===== src/rtl/spi_ram_if.sv =====
// +-----------------------------------------------------------------------+
// | spi_ram_if : word-level link between the SPI slave and spi_ram_ctrl.   |
// | Rev 1.0                                                               |
// +-----------------------------------------------------------------------+
`default_nettype none

interface spi_ram_if;
  logic [9:0] din;
  logic       rx_valid;
  logic [7:0] dout;
  logic       tx_valid;
  logic       cmd_err;

  // master = SPI slave side, slave = RAM controller side
  modport master (output din, rx_valid, input dout, tx_valid, cmd_err);
  modport slave  (input din, rx_valid, output dout, tx_valid, cmd_err);
endinterface

`default_nettype wire


===== src/rtl/spi_ram_ctrl.sv =====
// +-----------------------------------------------------------------------+
// | spi_ram_ctrl : command decoder + single-port RAM behind the SPI slave. |
// | Optional macro RAM_AUTO_INC_EN: post-increment wr/rd addresses.        |
// | Rev 1.0                                                               |
// +-----------------------------------------------------------------------+
`default_nettype none

module spi_ram_ctrl #(
  parameter int MEM_DEPTH = 256,
  parameter int ADDR_SIZE = 8
) (
  input  wire logic  clk,
  input  wire logic  rst_n,
  spi_ram_if.slave   bus
);

  localparam logic [1:0] CMD_WR_ADDR = 2'b00;
  localparam logic [1:0] CMD_WR_DATA = 2'b01;
  localparam logic [1:0] CMD_RD_ADDR = 2'b10;
  localparam logic [1:0] CMD_RD_DATA = 2'b11;

  localparam logic [1:0] ST_IDLE      = 2'd0;
  localparam logic [1:0] ST_READ_PEND = 2'd1;
  localparam logic [1:0] ST_TX_ACTIVE = 2'd2;

  logic [1:0]           state;
  logic [1:0]           next_state;
  logic [7:0]           mem [0:MEM_DEPTH-1];
  logic [7:0]           q;
  logic [ADDR_SIZE-1:0] wr_addr;
  logic [ADDR_SIZE-1:0] rd_addr;
  logic [ADDR_SIZE-1:0] rd_ptr;
  logic                 rd_addr_vld;
  logic                 err_q;
  logic                 rd_en;

  logic [1:0]           cmd;
  logic [ADDR_SIZE-1:0] payload_addr;
  logic                 wr_addr_set;
  logic                 wr_en;
  logic                 rd_addr_set;
  logic                 rd_req;
  logic                 rd_start;
  logic                 err_d;

  assign cmd          = bus.din[9:8];
  assign payload_addr = bus.din[ADDR_SIZE-1:0];
  assign wr_addr_set  = bus.rx_valid && (cmd == CMD_WR_ADDR);
  assign wr_en        = bus.rx_valid && (cmd == CMD_WR_DATA);
  assign rd_addr_set  = bus.rx_valid && (cmd == CMD_RD_ADDR);
  assign rd_req       = bus.rx_valid && (cmd == CMD_RD_DATA);
  // A read already in flight cannot accept another RD_DATA; it is dropped as an error.
  assign rd_start     = rd_req && rd_addr_vld && (state != ST_READ_PEND);
  assign err_d        = rd_req && !rd_start;

  always_ff @(posedge clk) begin
    if (!rst_n) begin
      state <= ST_IDLE;
    end else begin
      state <= next_state;
    end
  end

  always_comb begin
    next_state = state;
    case (state)
      ST_IDLE:      if (rd_start) next_state = ST_READ_PEND;
      ST_READ_PEND: next_state = ST_TX_ACTIVE;
      ST_TX_ACTIVE: begin
        if (rd_start)          next_state = ST_READ_PEND;
        else if (bus.rx_valid) next_state = ST_IDLE;
      end
      default:      next_state = ST_IDLE;
    endcase
  end

  always_comb begin
    rd_en        = (state == ST_READ_PEND);
    bus.tx_valid = (state == ST_TX_ACTIVE);
    bus.dout     = q;
    bus.cmd_err  = err_q;
  end

  always_ff @(posedge clk) begin
    if (!rst_n) begin
      wr_addr     <= '0;
      rd_addr     <= '0;
      rd_ptr      <= '0;
      rd_addr_vld <= 1'b0;
      err_q       <= 1'b0;
    end else begin
      err_q <= err_d;
      if (wr_addr_set) begin
        wr_addr <= payload_addr;
      end
`ifdef RAM_AUTO_INC_EN
      else if (wr_en) begin
        wr_addr <= wr_addr + 1'b1;
      end
`endif
      // rd_ptr freezes the address of the accepted read so later address
      // updates during READ_PEND cannot disturb it.
      if (rd_start) begin
        rd_ptr <= rd_addr;
      end
      if (rd_addr_set) begin
        rd_addr     <= payload_addr;
        rd_addr_vld <= 1'b1;
      end else if (rd_start) begin
`ifdef RAM_AUTO_INC_EN
        rd_addr     <= rd_addr + 1'b1;
`else
        rd_addr_vld <= 1'b0;
`endif
      end
    end
  end

  // Write and registered read share an edge: a colliding read sees old data.
  always_ff @(posedge clk) begin
    if (wr_en) begin
      mem[wr_addr] <= bus.din[7:0];
    end
  end

  always_ff @(posedge clk) begin
    if (!rst_n) begin
      q <= 8'h00;
    end else if (rd_en) begin
      q <= mem[rd_ptr];
    end
  end

endmodule

`default_nettype wire


===== src/flat_wrapper.sv =====
// flat-port wrapper written by rule: the top's interface ports become plain ports
module spi_ram_ctrl_flat 
#(
  parameter int MEM_DEPTH = 256,
  parameter int ADDR_SIZE = 8
)
  (clk, rst_n, bus_din, bus_rx_valid, bus_dout, bus_tx_valid, bus_cmd_err);
  spi_ram_if bus_i ();
  input  wire logic clk;
  input  wire logic rst_n;
  input wire logic [$bits(bus_i.din)-1:0] bus_din;
  input wire logic [$bits(bus_i.rx_valid)-1:0] bus_rx_valid;
  output wire logic [$bits(bus_i.dout)-1:0] bus_dout;
  output wire logic [$bits(bus_i.tx_valid)-1:0] bus_tx_valid;
  output wire logic [$bits(bus_i.cmd_err)-1:0] bus_cmd_err;
  assign bus_i.din = bus_din;
  assign bus_i.rx_valid = bus_rx_valid;
  assign bus_dout = bus_i.dout;
  assign bus_tx_valid = bus_i.tx_valid;
  assign bus_cmd_err = bus_i.cmd_err;
  spi_ram_ctrl #(.MEM_DEPTH(MEM_DEPTH), .ADDR_SIZE(ADDR_SIZE)) u_core (.clk(clk), .rst_n(rst_n), .bus(bus_i));
endmodule

===== config.mk =====
export PLATFORM = sky130hd
export DESIGN_NAME = spi_ram_ctrl_flat
export DESIGN_NICKNAME = d
export VERILOG_FILES = /design/src/rtl/spi_ram_if.sv /design/src/rtl/spi_ram_ctrl.sv /design/src/flat_wrapper.sv
export SDC_FILE = /design/constraint.sdc
export NUM_CORES = 2
export LEC_CHECK = 0
export ABC_AREA = 1
export BUFFER_PORTS_ARGS = -buffer_cell sky130_fd_sc_hd__buf_2
export CORE_MARGIN = 2
export CORE_UTILIZATION = 55
export CTS_CLUSTER_SIZE = 12
export DETAILED_ROUTE_END_ITERATION = 12
export HOLD_SLACK_MARGIN = 0.05
export PLACE_DENSITY = 0.7
export SETUP_SLACK_MARGIN = 0.3
export SLEW_MARGIN = 10
export SYNTH_ARGS = -nofsm -noshare
export SYNTH_HDL_FRONTEND = slang
export SYNTH_SLANG_ARGS = --single-unit

===== constraint.sdc =====
create_clock -name clk -period 2.95 [get_ports clk]
set_input_delay 0.4425 -clock clk [delete_from_list [all_inputs] [get_ports clk]]
set_output_delay 0.4425 -clock clk [all_outputs]
set_load 0.02 [all_outputs]

**Yosys cells after proc, flatten, opt, wreduce, memory -nomap -nowiden**

Memory sizes are Yosys's and may differ from the RTL's. A register that Yosys moved wholly into a read port is not among the register bits.
Cells that the tools add are included.

- Register bits: 28
- Bits in writable memories: 2048
- Input port bits: 13
- Output and inout bits: 10
- Logic and storage cells: 36
- Memories: 1

Memory list:

| name | words | width | read ports | clocked after Yosys merged registers in | wr ports | RTL line | RTL |
|---|---|---|---|---|---|---|---|
| u_core.mem | 256 | 8 | 1 | 1 | 1 | spi_ram_ctrl.sv:28 | `logic [7:0] mem [0:MEM_DEPTH-1];` |

- Equality and inequality tests: 8
- Mux-type cells: 8
- Reductions and logical operators: 13

Operator list:

| kind | count |
|---|---|
| 1-bit logical AND | 7 |
| 2-bit equality test (second input constant) | 3 |
| 2-bit 2-to-1 mux | 3 |
| 2-bit case mux with 3 select lines | 1 |
| 2-bit by 1-bit equality test with 1-bit output (second input constant) | 2 |
| 2-bit zero test | 2 |
| 1-bit 2-to-1 mux | 4 |
| 2-bit by 1-bit inequality test with 1-bit output (second input constant) | 2 |
| 3-bit by 2-bit inequality test with 1-bit output (second input constant) | 1 |
| 1-bit zero test | 2 |
| 2-bit AND reduction | 1 |
| 2-bit nonzero test | 1 |

**Longest topological paths before layout**

- Word-level depth: 6
- Gate-level depth with buffers: 17
- Mapped depth without buffers: 13

**Least setup slack after synthesis**

Ideal clock, no wire load.

- Path type: in2reg
- From: input port bus_din[8]
- To: memory u_core.mem[108][0] (enable)
- Setup time: 0.370 ns
- Arrival time: 1.817 ns
- Required time: 2.580 ns
- Slack: 0.762 ns
- Stages on the path: 6
- Path buffers: 2
- Path through: inv_1 nor3_2 buf_2 nand2_1 clkbuf_1 nor2_1

- Word-level cells in the longest chain between the ends: 4

Ends and longest elaborated chain:

| what | RTL line | RTL |
|---|---|---|
| start, declared | flat_wrapper.sv:11 | `input wire logic [$bits(bus_i.din)-1:0] bus_din;` |
| 2-bit by 1-bit equality test with 1-bit output | spi_ram_ctrl.sv:49 | `assign wr_en = bus.rx_valid && (cmd == CMD_WR_DATA);` |
| 1-bit logical AND | spi_ram_ctrl.sv:49 |  |
| 1-bit 2-to-1 mux | spi_ram_ctrl.sv:121 | `if (wr_en) begin` |
| 1-bit 2-to-1 mux (implied by the code) | spi_ram_ctrl.sv:122 | `mem[wr_addr] <= bus.din[7:0];` |
| end, declared | spi_ram_ctrl.sv:28 |  |

Every way passes these cells.

==> reports/results.ini <==
[timing]
whs_ps=95.0
relSlewSlack_pct=36.3
fin_skew_ps=34.7
slew_viol_final=0
setup_violations=0
finalCriticalPeriod_ps=2630
worst_pin_slew_ps=955
hold_viol_final=0
fin_crit_sh_pct=89.1
rsz0062_at_grt=yes
max_freq_mhz=380
fin_setup_tns_ps=0

[worst_setup_path]
reg2reg_to=u_core.bus.dout[5]$_SDFFE_PN0N_
reg2reg_depth=11
worst_setup_path_start_kind=flip-flop
endpoint_kind=flip-flop
r2r_start=u_core.rd_ptr[3]$_SDFFE_PN0P_
cp_max_fo=22
crit_end=u_core.bus.dout[5]$_SDFFE_PN0N_
rrSetupSlack_ps=320
crit_start=u_core.rd_ptr[3]$_SDFFE_PN0P_
worstSetupPathType=flip-flop to flip-flop
critPathArrivalTime_ps=3360
required_ps=3680

[synthesis]
seq_area_frac_synth_pct=73.7
ys_warn_count=0
yosysTopAreaCellShare_pct=72.8
synth_area_leaders=edfxtp_1 73%, nand3_1 12%, nand2_1 9.4%
syn-mean-instance-area_um2=11.8
synth_cells=7153
synth_seq_cells=2084
syn_area_mm2=0.0845
yosysTopAreaCell=edfxtp_1
synth_nets=7166
yosysUniqueCellTypes=17

[final_layout]
nFillCells=11100
nNetsFinal=7447
drive_gt1_share_pct=10.9
layout.cells.non_filler=9591
area_growth_pct=14.2

[placement]
dp_hpwl_um=136000
numPortBuffers=22
gp_congestion=0.885
place_inst=9229

[clocking]
cts_root_buffer=clkbuf_16
clkTransAtPathRegs_ps=60
cts_sinks=2084
clockBufferDepth=3
clk-insertion-delay-late_ps=850
cts-htree-levels=4
cts_made_buffers=203
cts_tree=yes

[floorplanning]
rows=143
die_y_um=396
fp.dieW_um=396
io_pins=23
core_mm2=0.152
initial_utilization_pct=55.5
die_area_mm2=0.157

[worst_hold_path]
whs_path_depth=1
hp-class=input pin to flip-flop

[global_route]
antenna_found_initial=4
grt-ovfl-total=0
track_usage_pct=29.3
grt_pass1_vias=54600
grt_pass1_wl_um=345000
grt_max_degree=144

[power]
p_leak_nw=34.0
peakVddDrop_mv=0.660
powerDensity_mw_per_mm2=599

[routing]
drc=0
initialDrtViolationCount=8469
vias_per_cell=6.05
num_vias=58000
wl_per_cell_um=24.4
drtAntennaViolNets=0
drt-total-wl_um=234000
first_pass_iters=6

[job]
cap_violations=0

[run_status]
status=completed

## kinds of logic (layout without fill, tap and decap cells)
logic type	after synthesis	count (layout)	share of synthesized area, %
and+or+nand+nor	4481	4481	22.9
buffers and inverters	548	955	3.17
AOI/OAI and AO/OA	40	40	0.237
other	0	1	0
DFF	2084	2084	73.7
## state kept, by name (all words and copies together) (netlist names)
name and count:
u_core.wr_addr 8, u_core.rd_addr_vld 1, u_core.rd_ptr 8, u_core.rd_addr 8, u_core.bus.cmd_err 1, u_core.bus.dout 8
u_core.mem 2048, u_core.state 2
## layer usage
layer	up-vias	track usage [%]	wire (um)	part of all wire, %
li1	25900	-	-	-
met1	28100	41.1	89300	38
met2	3492	46.1	110000	47
met3	526	4.85	24400	10
met4	2	12.1	9810	4.2
met5	-	0	13	0.0056
## worst max-delay path, cell delays in order (launching register included)
cell     delay, ps
dfxtp_4        470
inv_4          370
buf_4          390
nand3_1        230
nand3_1        140
nand3_1        180
nand3_1        220
nand2_1        120
nand2_1        110
nand3_1         90
nand2_1         80
inv_1           40
## where the power goes
group          total [W]  switching [W]  internal [W]
Clock             0.0236         0.0106        0.0130
Sequential        0.0325      0.0000193        0.0325
Combinational    0.00167        0.00127      0.000396
Total             0.0578         0.0119        0.0459
## final cells by class
class,instances,area [um^2],area share [%]
tap,2030,2540,2.63
antenna,1,2.50,0.00259
multi-input combinational,4521,19700,20.4
clock inverter,39,337,0.349
clock buffer,292,5550,5.75
inverter,59,274,0.284
timing repair inverter,2,20.0,0.0208
sequential,2084,62200,64.5
timing repair buffer,563,5810,6.02
## placed cells by master (no fill, tap or decap), drive strengths merged, types with 6 or more instances in the layout
cell type	netlist	routed
dlygate4sd3	0	6
dfxtp	36	36
o21ai	24	24
nand3	2027	2027
buf	370	546
a21oi	16	16
nand2	2126	2126
nor2	322	322
clkinv	4	37
nor3	6	6
edfxtp	2048	2048
inv	55	62
clkbuf	119	300
## repair_timing
item	in CTS	in global routing
resized for setup	12	42
hold buffers	6	0
buffers inserted	6	5
setup endpoints to repair	8	8
gates cloned	5	8
endpoints found under the hold margin	56	0
pin swaps	0	1
## synth_stat cells
master       n
nor3_2       1
dfxtp_1     36
o21ai_0     24
nor2_1     322
buf_1       37
a21oi_1     16
buf_2      263
clkbuf_1   119
buf_4       63
inv_1       53
nand3_1   2027
nand2_1   2126
inv_4        2
clkinv_1     4
edfxtp_1  2048
nor3_1       5
buf_6        7
## worst min-delay path by stage
| stage | startpoint | end | slack (ps) |
|---|---|---|---|
| floorplan | u_core.rd_addr_vld$_SDFFE_PN0P_ | u_core.rd_addr_vld$_SDFFE_PN0P_ | 440 |
| global placement | u_core.rd_addr_vld$_SDFFE_PN0P_ | u_core.rd_addr_vld$_SDFFE_PN0P_ | 460 |
| detailed placement | u_core.rd_addr_vld$_SDFFE_PN0P_ | u_core.rd_addr_vld$_SDFFE_PN0P_ | 470 |
| CTS | bus_din[5] | u_core.mem[192][5]$_DFFE_PP_ | 60 |
| global route | bus_din[5] | u_core.mem[192][5]$_DFFE_PP_ | 90 |
| finish | bus_din[7] | u_core.mem[123][7]$_DFFE_PP_ | 100 |
## stage by stage
step | utilization (%) | area [um^2] | total power (W) | setup WS, ps
floorplan | - | 84500 | 0.0338 | 762
global placement | 59.0 | 89800 | 0.0347 | 133
detailed placement | 59.0 | 89800 | 0.0347 | 121
CTS | 63.0 | 96000 | 0.0579 | 298
global route | 63.3 | 96400 | 0.0592 | 262
finish | 63.3 | 96400 | 0.0578 | 322
No activity file was read; power rests on OpenSTA's default activity.
